===== src/rtl/pwm_multi.sv =====
// N-channel PWM generator sharing one period counter, with edge or center-aligned
// counting and double-buffered configuration applied only at period boundaries.
module pwm_multi #(
    parameter int WIDTH = 8,
    parameter int NCH   = 2
) (
    input  logic                 clk,
    input  logic                 rst_n,
    input  logic                 en,
    input  logic                 cfg_wr,
    input  logic [WIDTH-1:0]     period,
    input  logic                 center,
    input  logic [NCH*WIDTH-1:0] duty,
    output logic [NCH-1:0]       PWM_sig,
    output logic                 period_end,
    output logic                 update_pend
);

    typedef enum logic {
        DIR_UP   = 1'b0,
        DIR_DOWN = 1'b1
    } dir_t;

    localparam logic [WIDTH-1:0] ONE = WIDTH'(1);

    logic [WIDTH-1:0]     cnt, cnt_nxt;
    dir_t                 dir, dir_nxt;
    logic [WIDTH-1:0]     period_act, period_pnd;
    logic                 center_act, center_pnd;
    logic [NCH*WIDTH-1:0] duty_act, duty_pnd;
    logic                 boundary, apply;
    logic [NCH-1:0]       cmp;

    always_comb begin
        cnt_nxt = '0;
        dir_nxt = DIR_UP;
        if (!center_act) begin
            cnt_nxt = (cnt == period_act) ? '0 : cnt + ONE;
        end else if (period_act != '0) begin
            if (dir == DIR_UP && cnt != period_act) begin
                cnt_nxt = cnt + ONE;
                dir_nxt = DIR_UP;
            end else begin
                cnt_nxt = cnt - ONE;
                dir_nxt = DIR_DOWN;
            end
        end
        // A period ends whenever the counter is about to return to zero; the
        // direction override covers P == 1, where the turn-around lands on zero.
        boundary = en && (cnt_nxt == '0);
        if (boundary) begin
            dir_nxt = DIR_UP;
        end
        apply = boundary || !en;
    end

    always_comb begin
        cmp = '0;
        for (int unsigned i = 0; i < NCH; i++) begin
            cmp[i] = cnt < duty_act[i*WIDTH +: WIDTH];
        end
    end

    always_ff @(posedge clk or negedge rst_n) begin
        if (!rst_n) begin
            cnt         <= '0;
            dir         <= DIR_UP;
            period_act  <= '1;
            center_act  <= 1'b0;
            duty_act    <= '0;
            period_pnd  <= '1;
            center_pnd  <= 1'b0;
            duty_pnd    <= '0;
            PWM_sig     <= '0;
            period_end  <= 1'b0;
            update_pend <= 1'b0;
        end else begin
            PWM_sig    <= en ? cmp : '0;
            period_end <= boundary;
            if (cfg_wr) begin
                period_pnd <= period;
                center_pnd <= center;
                duty_pnd   <= duty;
            end
            if (apply) begin
                cnt         <= '0;
                dir         <= DIR_UP;
                update_pend <= 1'b0;
                // Pending always mirrors active once applied, so reloading it is harmless.
                if (cfg_wr) begin
                    period_act <= period;
                    center_act <= center;
                    duty_act   <= duty;
                end else begin
                    period_act <= period_pnd;
                    center_act <= center_pnd;
                    duty_act   <= duty_pnd;
                end
            end else begin
                cnt <= cnt_nxt;
                dir <= dir_nxt;
                if (cfg_wr) begin
                    update_pend <= 1'b1;
                end
            end
        end
    end

endmodule


===== config.mk =====
export PLATFORM = sky130hd
export DESIGN_NAME = pwm_multi
export DESIGN_NICKNAME = d
export VERILOG_FILES = /design/src/rtl/pwm_multi.sv
export SDC_FILE = /design/constraint.sdc
export NUM_CORES = 1
export LEC_CHECK = 0
export BUFFER_PORTS_ARGS = -buffer_cell sky130_fd_sc_hd__clkbuf_2
export CORE_ASPECT_RATIO = 1.2
export CORE_MARGIN = 3
export CORE_UTILIZATION = 55
export CTS_CLUSTER_SIZE = 30
export DETAILED_ROUTE_END_ITERATION = 16
export PLACE_DENSITY = 0.75
export SLEW_MARGIN = 10
export SYNTH_ARGS = -nofsm -noshare
export SYNTH_HDL_FRONTEND = slang
export SYNTH_SLANG_ARGS = --single-unit

===== constraint.sdc =====
create_clock -name clk -period 8.1 [get_ports clk]
set_input_delay 0 -clock clk [delete_from_list [all_inputs] [get_ports clk]]
set_output_delay 0 -clock clk [all_outputs]
set_load 0.005 [all_outputs]

======== After elaboration in Yosys (flattened, before gate mapping) ========
Cells that the tools add are included.
word-level totals
  register bits ........................... 63
  logic and storage cells ................. 41
operators by class
  multiplexer cells ....................... 16
  reductions and logical operators ........ 7
  bitwise logic cells ..................... 1
  add/subtract/negate cells ............... 2
  equality and inequality tests ........... 2
  order comparisons ....................... 2
operators with widths
  cell                                                                 count
  8-bit two-way mux                                                    6
  8-bit < comparator                                                   2
  16-bit two-way mux                                                   1
  8-bit by 1-bit adder with 8-bit output (second input constant)       1
  8-bit equality test                                                  1
  8-bit zero test                                                      1
  1-bit two-way mux                                                    8
  8-bit != test                                                        1
  8-bit nonzero test                                                   1
  8-bit by 1-bit subtractor with 8-bit output (second input constant)  1
  1-bit logical AND                                                    2
  2-bit two-way mux                                                    1
  2-bit nonzero test                                                   1
  1-bit zero test                                                      1
  1-bit logical OR                                                     1
  1-bit NOT                                                            1

======== Depth between registers and ports, before layout ========
  depth in word-level cells ............... 9
  gate-level depth with buffers ........... 11

======== Worst setup path after synthesis ========
OpenSTA, ideal clock, no wires.
  path kind ............................... reg-to-reg
  start point ............................. register cnt[1]
  end point ............................... register duty_act[10]
  required time ........................... 7.975 ns
  setup slack ............................. 5.458 ns
  period minus slack after synthesis ...... 2.642 ns
  stages on the path, launching flop included .. 10
  arrival time ............................ 2.517 ns
  cell sequence ........................... dfrtp_1 -> buf_6 -> or4_4 -> nor4_4 -> xor2_1 -> a41oi_1 -> o221a_4 -> o22ai_4 -> buf_12 -> mux2_4
on the way
  cells in the longest elaborated chain, start to end .. 8
  elaborated cells between the ends (all ways) .. 12
ends and longest elaborated chain
  element                                                                              line  source
  from (decl)                                                                          26    logic [WIDTH-1:0] cnt, cnt_nxt;
  from (signal assigned)                                                               100   cnt <= cnt_nxt;
  branches (longest 4 deep; another with 8-bit by 1-bit subtractor with 8-bit output)  n/a
  8-bit two-way mux (*)                                                                37    if (!center_act) begin
  8-bit zero test (*)                                                                  50    boundary = en && (cnt_nxt == '0);
  1-bit logical AND (*)                                                                50
  1-bit logical OR (*)                                                                 54    apply = boundary || !en;
  to (signal assigned)                                                                 93    duty_act <= duty;
  to (signal assigned)                                                                 97    duty_act <= duty_pnd;
  to (decl)                                                                            30    logic [NCH*WIDTH-1:0] duty_act, duty_pnd;
Every way passes the cells marked *.
A chain may end at the register's enable or synchronous reset.

======== Final worst setup path ========
  start point ............................. register cnt[5]
  end point ............................... register duty_act[6]
Same word-level chain as after synthesis.

==> summary.txt <==
Pre-CTS setup slack - 4.76 ns
Wire length on met2 - 3.39 mm
Leakage power - 1.88 nW
Startpoint types - flip-flop
Top-count cell post-synth - dfrtp_1
Clock root buffer - clkbuf_8
Highest Signal Layer - met4
Final Hold Viols - 0
Total die area - 7020 um2
Cell area after synthesis - 3330 um2
Max-cap violations - 0
RR Endpoint - duty_act[6]
HP Class - in -> reg
Ratio of cells with drive above 1 in the final layout - 35.1%
Worst VDD drop - 176 uV
Worst Slack Setup Final - 4.73 ns
Vias in the first global route - 2,377
FF-to-FF Start - cnt[5]
CTS Buffer Depth - 2
Via density - 5.38
Total global routing overflow - 0
CP Launch Point - cnt[5]
DR vias - 2,224
Post-synth top area share - 35.4%
Number of diodes - 0
DR iter-0 viols - 146
DRT antenna net count - 0
Setup TNS - 0 ns
Sequential-to-total area share from yosys stat - 48.0%
Area Overhead vs Synth - 19.0%
Core ar. - 5740 um2
Number of antenna violations at the first check in global routing - 0
Gp weighted congestion - 0.942
CTS HTree Levels - 3
Slew HR - 20.6%
Clock Latency Late Sink - 0.34 ns
CP Capture Type - flip-flop
Initial core utilization - 57.9%
Tcrit/Tclk final - 41.6%
Fmax - 297 MHz
Number of port buffers - 32
#FFs+latches synth - 63
Mapped Avg Cell Area - 12.3 um2
Inserted Clock Buffers - 9
Met3 wire length - 261 um
EDFF count, synth - 0
Nets - 373
Power Density - 315 nW/um2
Crit path time final - 3.37 ns
Max FO, Critical Path - 28
Worst Setup Path Type - reg -> reg
Die Wd - 77 um
Resized cells post-CTS - 0
Synth area leaders - dfrtp_1, dfstp_2, mux2_2, mux2_4, ha_1
Final wirelength - 6.66 mm
Hpwl dp - 4.41 mm
Async SR Flop Fraction - 100%
First-pass GRT wire length - 11.7 mm
Post-route cell area - 3960 um2
Critical path arrival - 3.59 ns
# clock sinks - 63
CP endpoint - duty_act[6]
Iteration count of the initial detailed-routing pass - 4
Slew of the pin with the lowest slew margin - 1.19 ns
Largest area contributor in the netlist - dfrtp_1
Syn_nets - 316
Site row count - 30
Die Y - 91.2 um
Largest net degree at the start of global routing - 64
Residual DRC count - 0
Total track usage - 21.0%
Post-synth top flop - dfrtp_1
Fillers - 415
Reg-to-reg slack, setup - 4.73 ns
CTS tree - built
Hold_sp - en
Final setup viols - 0
Post-route met1 wirelength - 2.91 mm
Tot Pwr - 1.25 mW
Unrepaired setup endpoints after global routing - false
DR WL/cell - 16.1 um
Synth cell count leaders - dfrtp_1, mux2_2, inv_1, nor2_1
Clock Skew - 0.00448 ns
Ys Warns - 0
Syn Inst Count - 271
DP Area - 3500 um2
Clk slew on worst S/H paths - 0.07 ns
R2R cell count - 7
Synth cell types - 49
Final Util - 68.9%
Slew Viols, Final - 0
Critical Path RT - 8.33 ns
IO Pins - 33
Status - complete, no violations
routing by layer:
metal,vias up,global-route usage (%)
li1,1063,-
met1,1094,27.4
met2,57,34.2
met3,10,3.37
met4,0,9.79
met5,-,0
report_power, final:
group	switching, mW	total (mW)	internal [mW]
combinational	0.209	0.469	0.261
clock	0.124	0.273	0.149
sequential	0.0854	0.507	0.422
final cells by class:
class | instances | area, um2 | share of cell area (%)
Sequential cell | 63 | 1600 | 40.3
Multi-Input combinational cell | 174 | 1560 | 39.3
Timing Repair Buffer | 59 | 428 | 10.8
Clock buffer | 10 | 138 | 3.48
Tap cell | 80 | 100 | 2.53
Inverter | 21 | 78.8 | 1.99
Clock inverter | 6 | 60.1 | 1.52
placed cells by master (no fill, tap or decap), drive strengths merged, types with 7 or more instances in the layout:
cell and n:
mux2 49, nor2 17, ha 16, dfrtp 47, inv 20, clkbuf 42, a21o 10, nand2 8
xnor2 15, o21ai 7, dlygate4sd3 26, dfstp 16
what timing repair did:
item / CTS / global route
hold buffers: 26 / 0
setup buffers: 0 / 0
hold endpoints to repair: 72 / 0
worst max-delay path, stage by stage, from the launching register on:
cell and delay, ns:
dfrtp_1 0.67, xnor2_1 0.22, nand4_1 0.15, o21ai_1 0.38, nand3_1 0.21, o221a_4 0.33
o22ai_4 0.87, mux2_2 0.42
through the flow:
stage               hold slack (ns)  std cells
floorplan                    -0.296        271
global placement              0.208        371
detailed placement            0.217        371
CTS                          0.0603        413
global route                 0.0780        413
finish                       0.0690        413
worst min path at each step:
stage,cells after the start,end
finish,3,cnt[6]
global route,3,cnt[6]
CTS,3,cnt[6]
detailed placement,2,period_end
global placement,2,period_end
floorplan,0,PWM_sig[0]
sequential cells by signal, summed over array words and instances (netlist names):
signal and count:
duty_pnd 16, period_pnd 8, cnt 8, update_pend 1
PWM_sig 2, dir 1, duty_act 16, period_act 8
period_end 1, center_act 1, center_pnd 1
cell families after synthesis:
family	Yosys count	synth area share, %
muxes	49	18.4
buffers and inverters	34	5.19
DFF	63	48.0
adders and majority gates	16	6.02
AOI/OAI and AO/OA	39	9.06
and+or+nand+nor	51	8.35
xor gates and xnor gates	19	5.00
(Power assumes the default switching activity.)
